### config.mk
export PLATFORM = sky130hd
export DESIGN_NAME = freq_run_counter
export DESIGN_NICKNAME = d
export VERILOG_FILES = /design/src/rtl/freq_run_counter.sv
export SDC_FILE = /design/constraint.sdc
export NUM_CORES = 1
export LEC_CHECK = 0
export ABC_AREA = 1
export BUFFER_PORTS_ARGS = -buffer_cell sky130_fd_sc_hd__buf_2
export CAP_MARGIN = 10
export CORE_UTILIZATION = 35
export DETAILED_ROUTE_END_ITERATION = 6
export PLACE_DENSITY_LB_ADDON = 0.1
export SLEW_MARGIN = 25
export SYNTH_ARGS = -nofsm -noshare
export SYNTH_HDL_FRONTEND = slang
export SYNTH_SLANG_ARGS = --single-unit
### constraint.sdc
create_clock -name clk -period 2.7 [get_ports clk]
set_input_delay 0.81 -clock clk [delete_from_list [all_inputs] [get_ports clk]]
set_output_delay 0.81 -clock clk [all_outputs]
set_load 0.1 [all_outputs]
### src/rtl/freq_run_counter.sv
// Saturating consecutive-event counter with a threshold-reached flag.
module freq_run_counter #(
  parameter int unsigned THRESH = 4,
  parameter int unsigned W      = 8
) (
  input  logic clk,
  input  logic nrst,
  input  logic inc,
  input  logic clr,
  output logic hit
);

  localparam logic [W-1:0] ThrM1  = W'(THRESH - 1);
  localparam logic [W-1:0] CntMax = {W{1'b1}};

  logic [W-1:0] count_q;

  // hit marks the increment that lands on the threshold; the owner clears on it.
  assign hit = inc && (count_q >= ThrM1);

  // Run length, clear dominant over increment, holds at all-ones.
  always_ff @(posedge clk or negedge nrst) begin
    if (!nrst) begin
      count_q <= '0;
    end else if (clr) begin
      count_q <= '0;
    end else if (inc && (count_q != CntMax)) begin
      count_q <= count_q + W'(1);
    end
  end

endmodule

==> summary.txt <==
N_diodes = 0
Library cells used by synthesis = 16
Row count = 13
YS warnings = 0
Req. time, crit path = 1.89 ns
Worst-Margin Slew = 0.317 ns
Final nets = 91
Top cells by count, synth = 19 x nand2_1, 17 x nand3_1, 10 x nor2_1
Final hold violation count = 0
Initial core utilization = 39.7%
Pre-antenna DRT Iters = 4
H-tree Lvls = 1
Netlist Area Pre-Place = 543 um2
Via/cell ratio = 5.17
TritonCTS clock tree = done
Mapped Cells = 78
Post-synthesis net count = 83
DR iter-0 viols = 12
Setup ws final = 0.438 ns
Seq cells post-synth = 8
Reg clk slew, reported paths = 0.06 ns
Die H = 41.4 um
Synth top area cells = dfrtp_1 37%, nand3_1 16%, nand2_1 13%, nor2_1 6.9%, inv_1 6.2%
Clk buf depth = 2
Number of enable flip-flop cells after synthesis = 0
Clock Sinks = 8
Die area = 0.00171 mm2
Max cap viols = 0
Largest registers = count_q (8)
Final std cells w/o fill = 99
Final Max Tran Viols = 0
Core area = 0.00137 mm2
Final min period = 2.26 ns
Remaining DRCs = 0
Clk Latency, worst-skew pair = 0.26 ns
Critical-path maximum fanout = 4
Drt total wl = 1.21 mm
Post-layout total power = 0.248 mW
Synth top area share = 36.9%
Synthesized area per cell = 6.96 um2
Post-CTS Hold Buffers = 0
Worst slew margin = 78.8%
Syn-to-layout area delta = 14.3%
Root buf cell = clkbuf_4
Post-synthesis sequential area ratio = 36.9%
Share of layout cells above drive strength 1 = 16.7%
# port buffers = 4
DIE WIDTH = 41.4 um
Ports = 5
First-pass GRT wire length = 1.90 mm
F_max = 442 MHz
Power density relative to cell area = 399 mW/mm2
Crit Path Class = input port to output port
Number of flip-flops in the largest register = 8
GR Overflow Total = 0
RSZ-0062 raised after global routing = no
Final Cycle Share = 83.8%
Filler Cell Count = 153
DR vias = 512
Post-synth top flop = dfrtp_1
Largest net degree at the start of global routing = 12
Finish-stage setup viols = 0
Worst slack, placed = 0.439 ns
Leak Pwr = 0.297 nW
Number of global-route vias before repair = 413
Skew final = 0.0112 ns
CTS buffer count = 3
Most frequent cell after synthesis = nand2_1
Worst Setup End Kind = output port
Setup Fix Bufs, Post-CTS = 0
Reg with most FFs = count_q
Asr flop ratio synth = 100%
Overall Global Routing Usage = 18.1%
Worst setup SP type = input port
Maximum vdd ir drop = 0.218 mV
Post-cts sizing count = 0
Worst min path class = input port to asynchronous set/reset pin
Initial antenna violation count = 0
GPL Wtd Cong = 0.747
Outcome = completed
Worst EP arrival = 1.45 ns
Setup TNS = 0 ns
Area leader, netlist = dfrtp_1
Cells after DPL = 96
DRT antenna net count = 0
Dpl hpwl = 887 um
Wirelength per Cell = 12.2 um
[stage by stage]
stage | utilization (%) | hold slack (ns) | cell area (um2)
after CTS | 45.4 | 0.389 | 621
after global routing | 45.4 | 0.395 | 621
after floorplan | - | 0.514 | 549
final | 45.4 | 0.386 | 621
after detailed placement | 43.8 | 0.556 | 598
after global placement | 43.8 | 0.553 | 598
[worst max-delay path, cell delays in order]
cell     delay [ns]
buf_2          0.14
inv_1          0.09
a31oi_2        0.21
buf_12         0.20
[metal layers]
layer | up-vias | GRT usage, % | part of all wire [%]
met5 | - | 0 | 0
met4 | 0 | 9.68 | 0.99
met3 | 2 | 4.79 | 3.8
met2 | 9 | 24.2 | 42
met1 | 235 | 26.1 | 53
li1 | 266 | - | -
[area by class of cell]
class | count | area, um2 | share of cell area (%)
Clock buffer | 3 | 22.5 | 3.63
Inverter | 9 | 33.8 | 5.44
Multi-Input combinational cell | 60 | 310 | 50.0
Sequential cell | 8 | 200 | 32.3
Tap cell | 15 | 18.8 | 3.02
Timing Repair Buffer | 4 | 35.0 | 5.65
[where the power goes]
part | switching [mW] | internal (mW)
Combinational | 0.0181 | 0.00784
Sequential | 0.00295 | 0.122
Clock | 0.0452 | 0.0512
[kinds of logic after synthesis]
group           share of synthesized area [%]
compound gates                           7.37
fa+ha+maj                                2.30
buf+inv                                  7.14
flops                                    36.9
simple gates                             46.3
[worst paths after layout]
check / start / end / slack, ns / cells past startpoint
setup / recovery: inc / hit / 0.44 / 4
hold reg to reg: count_q[1]$_DFFE_PN0P_ / count_q[1]$_DFFE_PN0P_ / 0.57 / 2
max in group asynchronous: nrst / count_q[7]$_DFFE_PN0P_ / 2.12 / 1
hold / removal: nrst / count_q[5]$_DFFE_PN0P_ / 0.39 / 1
setup reg to reg: count_q[0]$_DFFE_PN0P_ / count_q[3]$_DFFE_PN0P_ / 1.31 / 6
min in group clk: count_q[1]$_DFFE_PN0P_ / count_q[1]$_DFFE_PN0P_ / 0.57 / 2
[cells in the final DEF, fill, tap and decap left out, drive strengths merged]
master | synthesis | final
a31oi | 1 | 1
nor3 | 1 | 1
nand3 | 17 | 17
nor2 | 12 | 12
buf | 1 | 4
a21oi | 3 | 3
clkbuf | 0 | 3
nand4 | 1 | 1
inv | 9 | 9
o21bai | 2 | 2
nand2 | 22 | 22
dfrtp | 8 | 8
ha | 1 | 1
(Power assumes the default switching activity.)
